File: src/rtl/uart_receiver.sv
// 8N1 UART receive engine with 16x oversampling, start-glitch rejection and framing check.
// Optional even-parity check when UART_RX_PARITY_EN is defined (adds parity_err output).
module uart_receiver #(
  parameter int DBit = 8,
  parameter int SBit = 16
) (
  input  logic       clk,
  input  logic       reset,
  input  logic       s_tick,
  input  logic       rx,
  output logic [7:0] rx_dout,
  output logic       rx_done_tick,
  output logic       frame_err
`ifdef UART_RX_PARITY_EN
  ,
  output logic       parity_err
`endif
);

  localparam int CW = (SBit > 16) ? 5 : 4;
  localparam logic [CW-1:0] MID_LAST  = CW'(7);
  localparam logic [CW-1:0] BIT_LAST  = CW'(15);
  localparam logic [CW-1:0] STOP_LAST = CW'(SBit - 1);
  localparam logic [2:0]    N_LAST    = 3'(DBit - 1);

  typedef enum logic [2:0] {
    IDLE,
    START,
    DATA,
    STOP
`ifdef UART_RX_PARITY_EN
    ,
    PARITY
`endif
  } state_t;

  state_t          state, state_n;
  logic            rx_meta, rx_s;
  logic [CW-1:0]   s_cnt, s_cnt_n;
  logic [2:0]      n, n_n;
  logic [7:0]      b, b_n;
  logic [7:0]      dout_n;
  logic            done_n, ferr_n;
  logic [7:0]      rx_data;
`ifdef UART_RX_PARITY_EN
  logic            par_bad, par_bad_n, perr_n;
`endif

  // Data bits enter at the MSB, so after DBit shifts the byte sits in the top DBit bits.
  assign rx_data = b >> (8 - DBit);

  always_ff @(posedge clk) begin
    if (reset) begin
      rx_meta      <= 1'b1;
      rx_s         <= 1'b1;
      state        <= IDLE;
      s_cnt        <= '0;
      n            <= '0;
      b            <= '0;
      rx_dout      <= '0;
      rx_done_tick <= 1'b0;
      frame_err    <= 1'b0;
`ifdef UART_RX_PARITY_EN
      par_bad      <= 1'b0;
      parity_err   <= 1'b0;
`endif
    end else begin
      rx_meta      <= rx;
      rx_s         <= rx_meta;
      state        <= state_n;
      s_cnt        <= s_cnt_n;
      n            <= n_n;
      b            <= b_n;
      rx_dout      <= dout_n;
      rx_done_tick <= done_n;
      frame_err    <= ferr_n;
`ifdef UART_RX_PARITY_EN
      par_bad      <= par_bad_n;
      parity_err   <= perr_n;
`endif
    end
  end

  always_comb begin
    state_n   = state;
    s_cnt_n   = s_cnt;
    n_n       = n;
    b_n       = b;
    dout_n    = rx_dout;
    done_n    = 1'b0;
    ferr_n    = 1'b0;
`ifdef UART_RX_PARITY_EN
    par_bad_n = par_bad;
    perr_n    = 1'b0;
`endif
    case (state)
      IDLE: begin
        if (!rx_s) begin
          state_n = START;
          s_cnt_n = '0;
        end
      end
      START: begin
        if (s_tick) begin
          if (s_cnt == MID_LAST) begin
            if (rx_s) begin
              state_n = IDLE;
            end else begin
              state_n = DATA;
              s_cnt_n = '0;
              n_n     = '0;
            end
          end else begin
            s_cnt_n = s_cnt + 1'b1;
          end
        end
      end
      DATA: begin
        if (s_tick) begin
          if (s_cnt == BIT_LAST) begin
            s_cnt_n = '0;
            b_n     = {rx_s, b[7:1]};
            n_n     = n + 3'd1;
            if (n == N_LAST) begin
`ifdef UART_RX_PARITY_EN
              state_n = PARITY;
`else
              state_n = STOP;
`endif
            end
          end else begin
            s_cnt_n = s_cnt + 1'b1;
          end
        end
      end
`ifdef UART_RX_PARITY_EN
      PARITY: begin
        if (s_tick) begin
          if (s_cnt == BIT_LAST) begin
            s_cnt_n   = '0;
            par_bad_n = rx_s ^ (^rx_data);
            state_n   = STOP;
          end else begin
            s_cnt_n = s_cnt + 1'b1;
          end
        end
      end
`endif
      STOP: begin
        if (s_tick) begin
          if (s_cnt == STOP_LAST) begin
            if (rx_s) begin
              dout_n = rx_data;
              done_n = 1'b1;
            end else begin
              ferr_n = 1'b1;
            end
`ifdef UART_RX_PARITY_EN
            perr_n = par_bad;
`endif
            state_n = IDLE;
          end else begin
            s_cnt_n = s_cnt + 1'b1;
          end
        end
      end
      default: state_n = IDLE;
    endcase
  end

endmodule

File: config.mk
export PLATFORM = sky130hd
export DESIGN_NAME = uart_receiver
export DESIGN_NICKNAME = d
export VERILOG_FILES = /design/src/rtl/uart_receiver.sv
export SDC_FILE = /design/constraint.sdc
export NUM_CORES = 1
export LEC_CHECK = 0
export CAP_MARGIN = 40
export CORE_MARGIN = 3
export CORE_UTILIZATION = 45
export CTS_CLUSTER_DIAMETER = 200
export CTS_CLUSTER_SIZE = 20
export DETAILED_ROUTE_END_ITERATION = 10
export PLACE_DENSITY = 0.66
export SLEW_MARGIN = 0
export SYNTH_ARGS = -nofsm -noshare
export SYNTH_HDL_FRONTEND = slang
export SYNTH_SLANG_ARGS = --single-unit
export TNS_END_PERCENT = 5
File: constraint.sdc
create_clock -name clk -period 1.9 [get_ports clk]
set_input_delay 0.19 -clock clk [delete_from_list [all_inputs] [get_ports clk]]
set_output_delay 0.19 -clock clk [all_outputs]
set_load 0.01 [all_outputs]
# ---- After elaboration in Yosys (flattened, before gate mapping)
# Index checks and enable logic that the tools add are counted.
dict set report classes {
  n_addsub 2
  n_eq_ne 16
  mux 26
  n_bitwise 3
  n_reduce_logical 9
}
# cell count
set op_table {}
lappend op_table {{2-to-1 mux 3 bit} 13}
lappend op_table {{2-to-1 mux 4 bit} 7}
lappend op_table {{!= test 2 bit (second input constant)} 10}
lappend op_table {{case mux 4 bit (4 select lines)} 1}
lappend op_table {{case mux 3 bit (4 select lines)} 1}
lappend op_table {{AND reduction 8 bit} 1}
lappend op_table {{== test 3 x 2 -> 1 bit (second input constant)} 2}
lappend op_table {{case mux 3 bit (2 select lines)} 1}
lappend op_table {{AND reduction 6 bit} 1}
lappend op_table {{AND reduction 5 bit} 1}
lappend op_table {{adder 4 x 1 -> 4 bit (second input constant)} 1}
lappend op_table {{== test 4 x 3 -> 1 bit (second input constant)} 1}
lappend op_table {{== test 4 bit (second input constant)} 1}
lappend op_table {{AND reduction 4 bit} 1}
lappend op_table {{nonzero test 4 bit} 1}
lappend op_table {{OR reduction 4 bit} 1}
lappend op_table {{adder 3 x 1 -> 3 bit (second input constant)} 1}
lappend op_table {{== test 3 x 1 -> 1 bit (second input constant)} 1}
lappend op_table {{== test 3 bit (second input constant)} 1}
lappend op_table {{zero test 3 bit} 1}
lappend op_table {{NOT 1 bit} 3}
lappend op_table {{AND reduction 3 bit} 1}
lappend op_table {{2-to-1 mux 1 bit} 2}
lappend op_table {{2-to-1 mux 2 bit} 1}
lappend op_table {{nonzero test 2 bit} 1}
dict set report word_totals {
  ff_bits 30
}

# ---- Logic depth before layout (Yosys ltp)
# Gate-level depths: netlist of run 1.
dict set report logic_depth {
  word_depth 5
  mapped_depth 7
  ltp_nobuf 6
}

# ---- Worst setup path before layout of run 1
# No wires, ideal clock.
dict set report synth_timing {
  path_type {reg-to-reg}
  start {register state[1]}
  end {register state[0]}
  t_arrival_ns 1.808
  required_time_ns 1.799
  slack_ns -0.009
  path_stages_with_launch 7
  path_cell_list {dfxtp_1 -> inv_1 -> ha_1 -> mux2_2 -> o22a_2 -> or3_4 -> o41ai_1}
}
dict set report synth_via {
  elab_chain_cells 3
  elab_cells_between_ends 14
  cone_classes {eq/ne: 11; mux: 1; reduce/logical: 2}
}
# element line
set synth_lines {}
lappend synth_lines {{start: declaration} 37} ;# state_t state, state_n;
lappend synth_lines {{start signal: assignment} 70} ;# state <= state_n;
lappend synth_lines {{== test 3 x 2 -> 1 bit (tied with other cells)} 96} ;# case (state)
lappend synth_lines {{!= test 2 bit (no line)} -}
lappend synth_lines {{AND reduction 8 bit (no line)} -}
# Several ways; a longest one is shown, not always the timed one.
# A chain may end at the register's enable or synchronous reset.

# ---- Worst setup path after layout of run 1
dict set report layout_timing {
  start {register state[0]}
  end {register n[2]}
}
dict set report layout_via {
  elab_chain_cells 3
  elab_cells_between_ends 10
  cone_classes {eq/ne: 7; mux: 1; reduce/logical: 2}
}
# element line
set layout_lines {}
lappend layout_lines {{== test 3 x 1 -> 1 bit or == test 3 x 2 -> 1 bit (tied branches)} 96}
lappend layout_lines {{!= test 2 bit (no line) or nonzero test 2 bit (tied branches)} -}
lappend layout_lines {{AND reduction 6 bit (no line)} -}
lappend layout_lines {{end signal: assignment} 72} ;# n <= n_n;
lappend layout_lines {{end: declaration} 40} ;# logic [2:0] n, n_n;
# Several ways; a longest one is shown, not always the timed one.

==> out/results.tsv, run 1 <==
metric	value	unit
crit share post-route	0.968	
crit path DAT	2.10	ns
Worst R2R Path Depth	7	
maximum clock rate	0.544	GHz
final-report setup violation count	0	
reg2reg end	n[2]$_SDFFE_PP0P_	
CTS Hold Buffers Added	0	
area share of fa/ha/maj cells after synthesis	0.0735	
die area	0.00372	mm2
Power, Total	1.53	mW
chip width	61.0	um
XOR/XNOR Fraction of Synth Area	0.00643	
port buffer count	13	
drt wl/cell	14.0	um
grt total ovfl	0	
Syn. warnings	0	
RR Startpoint	state[0]$_SDFFE_PP0P_	
WP depth	7	
Placer Congestion	0.849	
GRT Util Overall	0.177	
clock edge transition at the registers on the reported setup and hold paths	0.09	ns
crit start category	register	
Fin Setup TNS	0	ns
Syn Inst Count	143	
CP delay by family, top	simple AND/OR/NAND/NOR gates	
TritonCTS buffer count	5	
Clock Tree Root	clkbuf_4	
crit-path max FO	5	
CP startpoint	state[0]$_SDFFE_PP0P_	
drt first pass iters	4	
Crit-path slowest cell	or3_1	
num ports	14	
Rows	19	
vias in the first global route	1019	
status	completed	
Setup CP Type	register to register	
CTS sink cnt	29	
mux cell area share after synthesis	0.133	
CP bufs+invs	2	
Synth cell types	37	
Synth Cell Area	0.00136	mm2
flops & latches, synth	29	
layout cell share with drive strength beyond 1	0.233	
antenna cells	0	
CTS Buffer Depth	2	
largest family of logic cells by synthesized area	simple AND/OR/NAND/NOR gates	
final hold vios	0	
area grow syn2layout	29.6	%
R2R Setup Slk	0.06	ns
Final nets	183	
CP Data Required Time	2.16	ns
max-cap viol count	0	
crit path time final	1.84	ns
# H-tree levels	2	
Core Area	0.00283	mm2
Pwr Density	865	mW/mm2
RSZ-0062 raised after global routing	true	
first-pass GRT wire length	4680	um
initial DRC count	42	
initial antenna violation count	0	
Post-Synth Simple-Gate Area	0.189	
worst hold-check path type	register to register	
final wirelength	2840	um
routed vias	1103	
DR vias/cell	5.43	
Routed Antenna Nets	0	
CTS tree	yes	
largest stage delay on the critical path	0.38	ns
largest net degree at the start of global routing	22	
Max VDD drop	0.505	mV
worst rel slew slack	0.655	
drt drc	0	
clock skew	0.00882	ns
sequential area share after synthesis	0.426	
Least-Margin Pin Slew	0.515	ns
DP HPWL	2010	um
CP endpoint kind	register	
sequence of cells on the critical path	inv_2 -> ha_2 -> mux2_2 -> o22a_4 -> buf_12 -> or3_1 -> a21oi_2	
post-synthesis compound-gate area fraction	0.126	
Avg Cell Area, Syn	9.53	um2
chip height	61.0	um
Slew Limit Fails	0	
Fillers	257	
Synth Net Count	155	
clk_lat worst skew	0.33	ns
Leakage Power	0.712	nW
Critical Path Sink	n[2]$_SDFFE_PP0P_	
Initial Utilization	0.482	
metrics by stage:
stage | utilization | hold WS [ns] | setup slack (ns) | area (um2) | std cells
final | 0.624 | 0.422 | 0.0616 | 1770 | 203
after global routing | 0.624 | 0.429 | -0.0306 | 1770 | 203
after CTS | 0.614 | 0.423 | 0.00763 | 1740 | 202
after detailed placement | 0.571 | 0.409 | -0.109 | 1620 | 193
after global placement | 0.571 | 0.405 | -0.00645 | 1620 | 193
after floorplan | - | 0.294 | 0.0114 | 1370 | 143
flip-flops by register name, summed over array words and instances, names as in the netlist:
signal,cells
rx_done_tick,1
rx_dout,8
rx_s,1
s_cnt,4
n,3
frame_err,1
state,2
rx_meta,1
b,8
power by group:
| group | total (mW) | internal [mW] | switching [mW] |
|---|---|---|---|
| Clock | 0.519 | 0.314 | 0.205 |
| Sequential | 0.640 | 0.625 | 0.0147 |
| Combinational | 0.368 | 0.202 | 0.166 |
worst min-delay path by stage:
stage	from	to	slack [ns]	cells after the start
after CTS	rx	rx_meta$_SDFF_PP1_	0.42	2
final	rx_meta$_SDFF_PP1_	rx_s$_SDFF_PP1_	0.42	1
after floorplan	rx	rx_meta$_SDFF_PP1_	0.29	1
after global routing	rx	rx_meta$_SDFF_PP1_	0.43	2
after detailed placement	rx_meta$_SDFF_PP1_	rx_s$_SDFF_PP1_	0.41	1
after global placement	rx_meta$_SDFF_PP1_	rx_s$_SDFF_PP1_	0.41	1
routing by layer:
| layer | GRT usage | vias to the layer above | part of all wire |
|---|---|---|---|
| li1 | - | 555 | - |
| met4 | 0.102 | 0 | 0.024 |
| met5 | 0 | - | 0 |
| met3 | 0.0587 | 7 | 0.035 |
| met1 | 0.226 | 525 | 0.47 |
| met2 | 0.260 | 16 | 0.47 |
layout by cell type (no fill, tap or decap), types with 3 or more instances in the layout:
cell type / n
dfxtp_1: 27
nor2_1: 18
mux2i_1: 17
clkdlybuf4s50_1: 13
buf_4: 13
inv_1: 8
o21ai_0: 5
nand2_1: 5
ha_1: 5
clkbuf_4: 5
nand3_1: 4
nor2b_1: 3
ha_2: 3
cell usage after synthesis:
master | number | area (um2)
inv_1 | 9 | 33.8
o22ai_1 | 2 | 12.5
o41ai_1 | 1 | 8.76
clkbuf_1 | 5 | 18.8
a2111o_1 | 2 | 22.5
o21ai_0 | 6 | 30.0
and3_1 | 2 | 12.5
nor2b_4 | 1 | 13.8
nand3_1 | 4 | 20.0
dfxtp_1 | 29 | 581
buf_2 | 2 | 10.0
or3_4 | 2 | 22.5
or4b_1 | 1 | 10.0
a21oi_1 | 3 | 15.0
or2_2 | 2 | 12.5
a31oi_1 | 2 | 12.5
o311ai_0 | 1 | 8.76
o221ai_1 | 2 | 17.5
nand2_1 | 5 | 18.8
nand4_1 | 1 | 6.26
mux2_2 | 1 | 11.3
mux2i_1 | 17 | 170
a41oi_1 | 1 | 8.76
o32ai_1 | 1 | 8.76
or3_1 | 2 | 12.5
ha_1 | 8 | 100
nor2_1 | 18 | 67.6
and2_1 | 1 | 6.26
nor4_1 | 1 | 6.26
a21o_1 | 1 | 7.51
xor2_1 | 1 | 8.76
o22a_2 | 1 | 10.0
and4b_1 | 1 | 10.0
nor2b_1 | 3 | 18.8
nor3_1 | 1 | 5.00
or2b_1 | 2 | 15.0
a31o_2 | 1 | 8.76
kinds of logic after synthesis:
logic type,after synthesis
and+or+nand+nor,47
AOI/OAI and AO/OA,24
buffers and inverters,16
muxes,18
DFF,29
xor gates and xnor gates,1
adders and majority gates,8
repair_timing:
item,CTS,global route
buffers inserted,1,1
gates cloned,0,0
pin swaps,0,3
resized for setup,7,5
endpoints found under the setup margin,4,5
cell type report:
cell class / count / area (um2) / area share
clock buffers: 7 / 55.1 / 0.0312
clock inverters: 1 / 30.0 / 0.0170
inverters: 9 / 33.8 / 0.0191
multi-input cells: 98 / 754 / 0.427
flip-flops and latches: 29 / 586 / 0.332
well taps: 31 / 38.8 / 0.0220
repair buffers: 28 / 268 / 0.152
worst reg2reg max path, cell delays in order, from the launching register on:
cell and delay [ns]:
dfxtp_4 0.37, inv_2 0.04, ha_2 0.19, mux2_2 0.28
o22a_4 0.24, buf_12 0.13, or3_1 0.38, a21oi_2 0.13
(Power assumes the default switching activity.)
==> inputs of run 2 (changes only) <==
--- a/config.mk
+++ b/config.mk
@@ -7,11 +7,11 @@
 export LEC_CHECK = 0
 export CAP_MARGIN = 40
 export CORE_MARGIN = 3
-export CORE_UTILIZATION = 45
+export CORE_UTILIZATION = 40
 export CTS_CLUSTER_DIAMETER = 200
 export CTS_CLUSTER_SIZE = 20
 export DETAILED_ROUTE_END_ITERATION = 10
-export PLACE_DENSITY = 0.66
+export PLACE_DENSITY = 0.6
 export SLEW_MARGIN = 0
 export SYNTH_ARGS = -nofsm -noshare
 export SYNTH_HDL_FRONTEND = slang
==> run 2 against run 1 <==
Effect of this change:
- count of clock-buffer cells in the layout fell by 1
- via count fell by 1.1%
- design area down 2.6%
- critical endpoint is now state[0]$_SDFFE_PP0P_
- highest routed layer unchanged
==> out/results.tsv, run 2 (synthesis results as in run 1) <==
metric	value	unit	change
Placer Congestion	0.796		was 0.849
DR vias/cell	5.05		was 5.43
TritonCTS buffer count	5		unchanged
multi-input logic area	751	um2	was 754 um2
CTS sink cnt	29		unchanged
CTS tree	yes		unchanged
clock edge transition at the registers on the reported setup and hold paths	0.09	ns	about the same
Design Area, Final	0.00172	mm2	was 0.00177 mm2
final-report setup violation count	0		unchanged
routed vias	1091		was 1103
Clock Tree Root	clkbuf_4		unchanged
RR Startpoint	state[0]$_SDFFE_PP0P_		unchanged
Initial Utilization	0.432		was 0.482
RSZ-0062 raised after global routing	true		unchanged
Fillers	312		was 257
area grow syn2layout	26.2	%	was 29.6%
initial DRC count	46		was 42
post-layout util	0.545		was 0.624
hold_ws	0.416	ns	was 0.422 ns
drt wl/cell	12.5	um	was 14.0 um
crit path DAT	2.11	ns	was 2.10 ns
crit share post-route	0.995		was 0.968
Power, Total	1.32	mW	was 1.53 mW
crit-path max FO	4		was 5
Pwr Density	769	mW/mm2	was 865 mW/mm2
port buffer count	13		unchanged
dpl cell area	0.00163	mm2	was 0.00162 mm2
clock skew	0.0100	ns	was 0.00882 ns
drt drc	0		unchanged
Least-Margin Pin Slew	0.467	ns	was 0.515 ns
placed insts	208		was 193
worst hold-check path type	register to register		unchanged
Register Area	586	um2	unchanged
reg2reg end	state[0]$_SDFFE_PP0P_		was n[2]$_SDFFE_PP0P_
R2R Setup Slk	0.009	ns	was 0.06 ns
pre-CTS setup slack	-0.0930	ns	was -0.109 ns
Core Area	0.00315	mm2	was 0.00283 mm2
Rows	20		was 19
Max VDD drop	0.483	mV	was 0.505 mV
commonest non-fill, non-tap cells in the layout	dfxtp_1, nor2_1, mux2i_1		unchanged
chip width	64.4	um	was 61.0 um
DP HPWL	2020	um	was 2010 um
CTS Buffer Depth	2		unchanged
grt total ovfl	0		unchanged
vias in the first global route	1101		was 1019
Final Non-Filler Cells	216		was 203
final wirelength	2700	um	was 2840 um
first-pass GRT wire length	4600	um	was 4680 um
setup ws final	0.00924	ns	was 0.0616 ns
CTS Hold Buffers Added	0		unchanged
most common cell after layout, fill and taps aside	dfxtp_1		unchanged
Fin Setup TNS	0	ns	unchanged
WHS Path Cells	1		unchanged
initial antenna violation count	0		unchanged
Setup CP Type	register to register		unchanged
max-cap viol count	0		unchanged
largest net degree at the start of global routing	20		was 22
biggest regs	b (8), rx_dout (8), s_cnt (4)		unchanged
Leakage Power	0.696	nW	was 0.712 nW
clk_lat worst skew	0.32	ns	was 0.33 ns
Final nets	183		unchanged
# H-tree levels	2		unchanged
worst rel slew slack	0.688		was 0.655
GRT Util Overall	0.142		was 0.177
maximum clock rate	0.529	GHz	was 0.544 GHz
Hold Crit Start	rx_meta$_SDFF_PP1_		unchanged
layout cell share with drive strength beyond 1	0.221		was 0.233
CP Data Required Time	2.12	ns	was 2.16 ns
Routed Antenna Nets	0		unchanged
antenna cells	0		unchanged
die area	0.00414	mm2	was 0.00372 mm2
Worst R2R Path Depth	6		was 7
chip height	64.4	um	was 61.0 um
num ports	14		unchanged
status	completed		unchanged
endpoint of the worst hold path	rx_s$_SDFF_PP1_		unchanged
crit start category	register		unchanged
Slew Limit Fails	0		unchanged
post-CTS setup buffers	0		was 1
crit path time final	1.89	ns	was 1.84 ns
CP endpoint kind	register		unchanged
final hold vios	0		unchanged
drt first pass iters	4		unchanged
run 2: how the worst max path moves through the flow:
stage	cells after the start	slack [ns]	from	to
2_1_floorplan	6	0.01	state[0]$_SDFFE_PP0P_	state[0]$_SDFFE_PP0P_
3_3_place_gp	6	-0.009	state[0]$_SDFFE_PP0P_	state[0]$_SDFFE_PP0P_
3_5_place_dp	6	-0.09	state[0]$_SDFFE_PP0P_	state[0]$_SDFFE_PP0P_
4_1_cts	6	0.01	state[0]$_SDFFE_PP0P_	state[0]$_SDFFE_PP0P_
5_1_grt	6	-0.04	state[0]$_SDFFE_PP0P_	state[0]$_SDFFE_PP0P_
6_report	6	0.009	state[0]$_SDFFE_PP0P_	state[0]$_SDFFE_PP0P_
run 2: layer usage:
layer | vias up | GRT usage | part of all wire
met1 | 502 | 0.157 | 0.44
met2 | 22 | 0.247 | 0.51
met3 | 4 | 0.0492 | 0.041
li1 | 563 | - | -
met4 | 0 | 0.0554 | 0.013
met5 | - | 0 | 0
run 2: worst max-delay path, cell delays in order, from the launching register on:
cell     delay, ns
dfxtp_4       0.39
inv_2         0.04
ha_2          0.20
or3_4         0.37
nor2b_4       0.13
or3_4         0.40
o41ai_2       0.27
run 2: layout make-up:
class,instances,area share
Sequential cell,29,0.341
Clock inverter,2,0.00582
Timing Repair Buffer,28,0.141
Tap cell,44,0.0320
Multi-Input combinational cell,98,0.437
Inverter,9,0.0197
Clock buffer,6,0.0240
run 2: repair_timing:
action                     CTS  global route
setup endpoints to repair    5             3
gates resized for setup      6             5
pin swaps                    0             0
hold endpoints to repair     0             0
run 2: report_power, final:
| group | internal [mW] | total [mW] | switching [mW] |
|---|---|---|---|
| logic | 0.179 | 0.335 | 0.156 |
| registers | 0.625 | 0.644 | 0.0182 |
| clock network | 0.141 | 0.343 | 0.202 |
